[config.mk]
export PLATFORM = sky130hd
export DESIGN_NAME = flash_loader
export DESIGN_NICKNAME = d
export VERILOG_FILES = /design/src/rtl/flash_loader.sv
export SDC_FILE = /design/constraint.sdc
export NUM_CORES = 1
export LEC_CHECK = 0
export ABC_AREA = 1
export ABC_CLOCK_PERIOD_IN_PS = 2190
export BUFFER_PORTS_ARGS = -buffer_cell sky130_fd_sc_hd__buf_2
export CAP_MARGIN = 20
export CORE_ASPECT_RATIO = 0.9
export CORE_MARGIN = 2
export CORE_UTILIZATION = 45
export CTS_BUF_LIST = sky130_fd_sc_hd__clkbuf_8 sky130_fd_sc_hd__clkbuf_16
export DETAILED_ROUTE_END_ITERATION = 16
export PLACE_DENSITY_LB_ADDON = 0.3
export RECOVER_POWER = 25
export SLEW_MARGIN = 20
export SYNTH_ARGS = -nofsm -noshare
export SYNTH_HDL_FRONTEND = slang
export SYNTH_SLANG_ARGS = --single-unit
[constraint.sdc]
create_clock -name i_clk -period 2.19 [get_ports i_clk]
set_input_delay 0.1095 -clock i_clk [delete_from_list [all_inputs] [get_ports i_clk]]
set_output_delay 0.1095 -clock i_clk [all_outputs]
set_load 0.02 [all_outputs]
[src/rtl/flash_loader.sv]
// Byte-stream loader: packs N/8 little-endian bytes per word and writes a
// 4-word frame into a small word store, pulsing o_frame_done after the last write.
module flash_loader #(
    parameter int N = 16
) (
    input  logic         i_clk,
    input  logic         i_rst_n,
    input  logic         i_start,
    input  logic         i_abort,
    input  logic [7:0]   i_byte,
    input  logic         i_byte_valid,
    output logic         o_byte_ready,
    output logic [N-1:0] o_word,
    output logic         o_write_enable,
    output logic [1:0]   o_address,
    output logic         o_busy,
    output logic         o_frame_done
);

    localparam int BPW = N / 8;

    typedef enum logic [1:0] {IDLE, COLLECT, WRITE, DONE} state_t;

    state_t         state, state_d;
    logic [1:0]     cnt, cnt_d;
    logic [1:0]     addr_d;
    logic [N-1:0]   asm_q, asm_d;
    logic [N-1:0]   word_d;
    logic           we_d, done_d;
    logic           accept;

    // Abort masks ready so no byte slips in on the cycle the frame is cancelled.
    assign o_byte_ready = (state == COLLECT) && !i_abort;
    assign accept       = o_byte_ready && i_byte_valid;
    assign o_busy       = (state != IDLE);

    always_comb begin
        state_d = state;
        cnt_d   = cnt;
        addr_d  = o_address;
        asm_d   = asm_q;
        word_d  = o_word;
        we_d    = 1'b0;
        done_d  = 1'b0;
        if (i_abort) begin
            state_d = IDLE;
        end else begin
            case (state)
                IDLE: begin
                    if (i_start) begin
                        state_d = COLLECT;
                        cnt_d   = 2'd0;
                        addr_d  = 2'd0;
                    end
                end
                COLLECT: begin
                    if (accept) begin
                        for (int k = 0; k < BPW; k++)
                            if (cnt == 2'(k)) asm_d[8*k +: 8] = i_byte;
                        // Strobe and word are launched here so they are flop
                        // outputs for the whole WRITE cycle.
                        if (cnt == 2'(BPW - 1)) begin
                            state_d = WRITE;
                            word_d  = asm_d;
                            we_d    = 1'b1;
                            cnt_d   = 2'd0;
                        end else begin
                            cnt_d = cnt + 2'd1;
                        end
                    end
                end
                WRITE: begin
                    if (o_address == 2'd3) begin
                        state_d = DONE;
                        done_d  = 1'b1;
                    end else begin
                        addr_d  = o_address + 2'd1;
                        cnt_d   = 2'd0;
                        state_d = COLLECT;
                    end
                end
                DONE:    state_d = IDLE;
                default: state_d = IDLE;
            endcase
        end
    end

    always_ff @(posedge i_clk or negedge i_rst_n) begin
        if (!i_rst_n) begin
            state          <= IDLE;
            cnt            <= 2'd0;
            o_address      <= 2'd0;
            asm_q          <= '0;
            o_word         <= '0;
            o_write_enable <= 1'b0;
            o_frame_done   <= 1'b0;
        end else begin
            state          <= state_d;
            cnt            <= cnt_d;
            o_address      <= addr_d;
            asm_q          <= asm_d;
            o_word         <= word_d;
            o_write_enable <= we_d;
            o_frame_done   <= done_d;
        end
    end

endmodule

## Word level (Yosys, flattened, before mapping)

Index checks and enable logic that the tools add are counted.

| operators by class | value |
|---|---|
| $add $sub $neg | 2 |
| equal/unequal tests | 11 |
| mux-type cells | 22 |
| bitwise logic cells | 1 |
| reductions and logical operators | 13 |

Operators with widths:

| kind | count |
|---|---|
| two-way mux 2 bit | 10 |
| two-way mux 8 bit | 2 |
| case mux 2 bit (4 select lines) | 1 |
| AND reduction 4 bit | 2 |
| two-way mux 1 bit | 7 |
| equality test 2 bit, second input constant | 3 |
| != test 2 bit, second input constant | 3 |
| != test 3 bit, second input constant | 2 |
| case mux 2 bit (3 select lines) | 1 |
| AND reduction 3 bit | 2 |
| AND reduction 5 bit | 1 |
| adder 2 x 1 -> 2 bit, second input constant | 2 |
| equality test 2 x 1 -> 1 bit, second input constant | 2 |
| zero test 2 bit | 2 |
| case mux 2 bit (2 select lines) | 1 |
| nonzero test 2 bit | 2 |
| != test 3 x 2 -> 1 bit, second input constant | 1 |
| nonzero test 3 bit | 1 |
| logical AND 1 bit | 2 |
| zero test 1 bit | 1 |
| inverter 1 bit | 1 |

| storage, ports and cells | value |
|---|---|
| bits in registers | 40 |
| bits of input ports | 13 |
| word-level logic and storage cells | 56 |

## Longest topological paths before layout

| depth | value |
|---|---|
| depth in word-level cells | 6 |
| depth in mapped cells | 7 |
| depth with buffers taken out | 7 |

## Least setup slack after synthesis

OpenSTA, ideal clock, no wires.

| timing | value |
|---|---|
| kind | flip-flop to flip-flop |
| start point | register o_address[0] |
| end point | register cnt[0] |
| library setup time | 117 ps |
| data arrival time | 1146 ps |
| data required time | 2073 ps |
| slack | 927 ps |
| cell stages (with the launch flop) | 8 |
| buffers on the path | 0 |
| clock period less this slack | 1263 ps |
| cell sequence | dfrtp_1 -> ha_1 -> nand2_1 -> nor2_1 -> nor2_1 -> nand2_1 -> nand2_1 -> nand2_1 |

| on the way | value |
|---|---|
| word-level cells in the longest chain between the ends | 3 |

RTL lines:

| element | line | source |
|---|---|---|
| start: declaration | 15 | `output logic [1:0] o_address,` |
| start signal: assignment | 100 | `o_address <= addr_d;` |
| equality test 2 bit | 73 | `if (o_address == 2'd3) begin` |
| != test 2 bit (no line) | n/a |  |
| AND reduction 5 bit (no line) | n/a |  |
| end signal: assignment | 99 | `cnt <= cnt_d;` |
| end: declaration | 25 | `logic [1:0] cnt, cnt_d;` |

Every way passes these cells.
A chain may end at the register's enable or synchronous reset.

## Worst setup path after layout

| timing | value |
|---|---|
| start point | register cnt[1] |
| end point | register state[1] |

| on the way | value |
|---|---|
| word-level cells in the longest chain between the ends | 3 |

RTL lines:

| element | line | source |
|---|---|---|
| equality test 2 x 1 -> 1 bit | 62 | `if (cnt == 2'(BPW - 1)) begin` |
| != test 3 x 2 -> 1 bit (no line) | n/a |  |
| AND reduction 3 bit (no line) | n/a |  |
| end signal: assignment | 98 | `state <= state_d;` |
| end: declaration | 24 | `state_t state, state_d;` |

Every way passes these cells.

==> results.cfg <==
[status]
status = finished clean

[logic_synthesis]
syn-cell-area_um2 = 1480
synthTopCellsByCount = nand2_1 (66), o21ai_0 (35), dfrtp_1 (32)
ys_seq_area_share_pct = 54.1
ys_async_sr_fraction_pct = 100
synthXorXnorAreaFrac_pct = 0
synth_fa_ha_area_share_pct = 0.845
synth.area.top_cells = dfrtp_1 (54%), nand2_1 (17%), o21ai_0 (12%)
synth_top_family_by_area = simple AND/OR/NAND/NOR gates
synth.most_common_cell = nand2_1
synth_edf_count = 0
yosysUniqueCellTypes = 21
syn_nets = 194
synth-simple-area-share_pct = 24.5
yosys_most_used_dff = dfrtp_1
syn_avg_cell_area_um2 = 8.23
yosys-mux-area-fraction_pct = 0
synth_area_leader_cell = dfrtp_1
synth_compound_area_share_pct = 12.7
ys_ff_latch = 32
synth_warnings = 0
syn_inst = 180
synth_top_area_share_pct = 54.1

[floorplanning]
die_w_um = 64.5
die_h_um = 58.4
coreArea_um2 = 3090
initial_utilization_pct = 47.9
row_count = 19
boundaryPins = 35
die_area_um2 = 3770

[detailed_routing]
drt_iter0_markers = 48
drcViolationCount = 0
vias_per_cell = 4.78
wl_per_cell_um = 10.9
totalWireLength_um = 2810
drtPass1Iterations = 4
routed-via-count = 1232
ant_nets = 0

[finish]
fin_area_um2 = 1750
drive_above_1_share_pct = 13.9
layout-area-overhead-vs-synth_pct = 18.2
nFillCells = 300
n_antenna_cell = 0
num-nets-final = 230

[timing]
rsz0062_at_grt = false
skew_ns = 0.00617
hold_violations = 0
tightest_slew_ns = 0.764
slew_headroom_pct = 49.1
tns_ns = 0
whs_ns = 0.0423
max_freq_mhz = 682
slew_viol_final = 0
setup_viol = 0
min_period_ns = 1.47
period_share_pct = 67.0
setup_slack_ns = 0.724

[placement]
place_ws_ns = 0.708
port_buffers = 34
placed_area_um2 = 1670
place.detailed.hpwl_um = 1950
place_congestion = 0.771

[clock_network]
cts_tree = yes
cts_resized = 0
cts_root_buffer = clkbuf_8
cts_buffers = 5
clk-insertion-delay-late_ns = 0.28
clock_path_buffers = 2
cts_htree_levels = 2
path_clk_slew_ns = 0.07
clock-sinks = 32

[min_path]
hold_class = input pin to register
min_to = o_word[10]$_DFFE_PN0P_
hold_start = i_byte[2]
whs_path_depth = 3

[power]
power_per_cell_area_nw_per_um2 = 1290
p_leak_nw = 0.921
ir_worst_vdd_v = 0.000646

[global_routing]
grt.overflow.total = 0
globalRouteTotalUtil_pct = 17.5
grt_max_degree = 33
grt_pass1_vias = 1086
antenna_found_initial = 0
grt_pass1_wl_um = 4890

[setup_path]
crit_arrival_ns = 1.67
r2r_end = state[1]$_DFFE_PN0P_
path_max_fanout = 19
critPathCaptureType = register
critPathKind = register to register
r2r_slack_ns = 0.72
timing.rr.start = cnt[1]$_DFFE_PN0P_
worst-r2r-cell-count = 5
cp-start-kind = register
worst_ep_required_time_ns = 2.39

[job]
maxCapViolCount = 0
metal layers:
layer / vias up / share of wire [%] / GRT usage [%]
li1: 639 / - / -
met1: 558 / 52 / 24.6
met2: 30 / 40 / 24.4
met3: 5 / 6.1 / 7.84
met4: 0 / 1.1 / 5.47
met5: - / 0 / 0
cell usage in the layout, fill, tap and decap left out, drive strengths merged:
master       netlist  routed
o21ai             36      36
nand3              6       6
clkinv             1       1
nor3               1       1
nor2              10      10
buf                3      16
clkbuf             4      26
ha                 1       1
inv               18      18
dlygate4sd3        0       1
nand2             67      67
dfrtp             32      32
a21boi             1       1
report_power, final:
group / internal (W) / total, W / leakage [nW] / switching (W)
combinational: 0.000237 / 0.000834 / 0.455 / 0.000597
clock: 0.000280 / 0.000491 / 0.0503 / 0.000211
sequential: 0.000816 / 0.000938 / 0.415 / 0.000122
total: 0.00133 / 0.00226 / 0.921 / 0.000930
worst max path at each step:
stage	slack, ns	start	end
after CTS	0.70	cnt[1]$_DFFE_PN0P_	state[1]$_DFFE_PN0P_
after floorplan	0.93	o_address[0]$_DFFE_PN0P_	cnt[0]$_DFFE_PN0P_
after global routing	0.49	cnt[1]$_DFFE_PN0P_	state[1]$_DFFE_PN0P_
final	0.72	cnt[1]$_DFFE_PN0P_	state[1]$_DFFE_PN0P_
after global placement	0.74	cnt[1]$_DFFE_PN0P_	state[1]$_DFFE_PN0P_
after detailed placement	0.71	cnt[1]$_DFFE_PN0P_	state[1]$_DFFE_PN0P_
critical path: stages, from the launching register on:
cell      delay [ns]
dfrtp_1         0.39
inv_1           0.07
nand2_1         0.37
o21ai_0         0.33
nand2_1         0.07
a21boi_0        0.15
final cells by class:
| class | count | area [um^2] | area share (%) |
|---|---|---|---|
| clock buffers | 7 | 96.3 | 5.50 |
| well taps | 42 | 52.6 | 3.00 |
| inverters | 19 | 72.6 | 4.15 |
| flip-flops and latches | 32 | 801 | 45.7 |
| multi-input cells | 122 | 563 | 32.2 |
| repair buffers | 36 | 165 | 9.44 |
registers in the layout (all words and copies together) (netlist names):
signal,cells
state,2
o_frame_done,1
asm_q,8
o_word,16
cnt,2
o_address,2
o_write_enable,1
cells by family after synthesis:
group                      Yosys count
DFF                                 32
AOI/OAI and AO/OA                   37
buffers and inverters               26
and+or+nand+nor                     84
adders and majority gates            1
through the flow:
step	std cells	power (W)	util, %
after floorplan	180	0.00155	-
after global placement	250	0.00181	53.9
after detailed placement	250	0.00182	53.9
after CTS	258	0.00231	57.4
after global routing	258	0.00246	56.6
final	258	0.00226	56.6
timing repair:
action | in CTS | in global routing
hold endpoints to repair | 32 | 0
buffers inserted | 0 | 0
hold buffers | 1 | 0
Note: power is estimated with default switching activity, not from simulation.
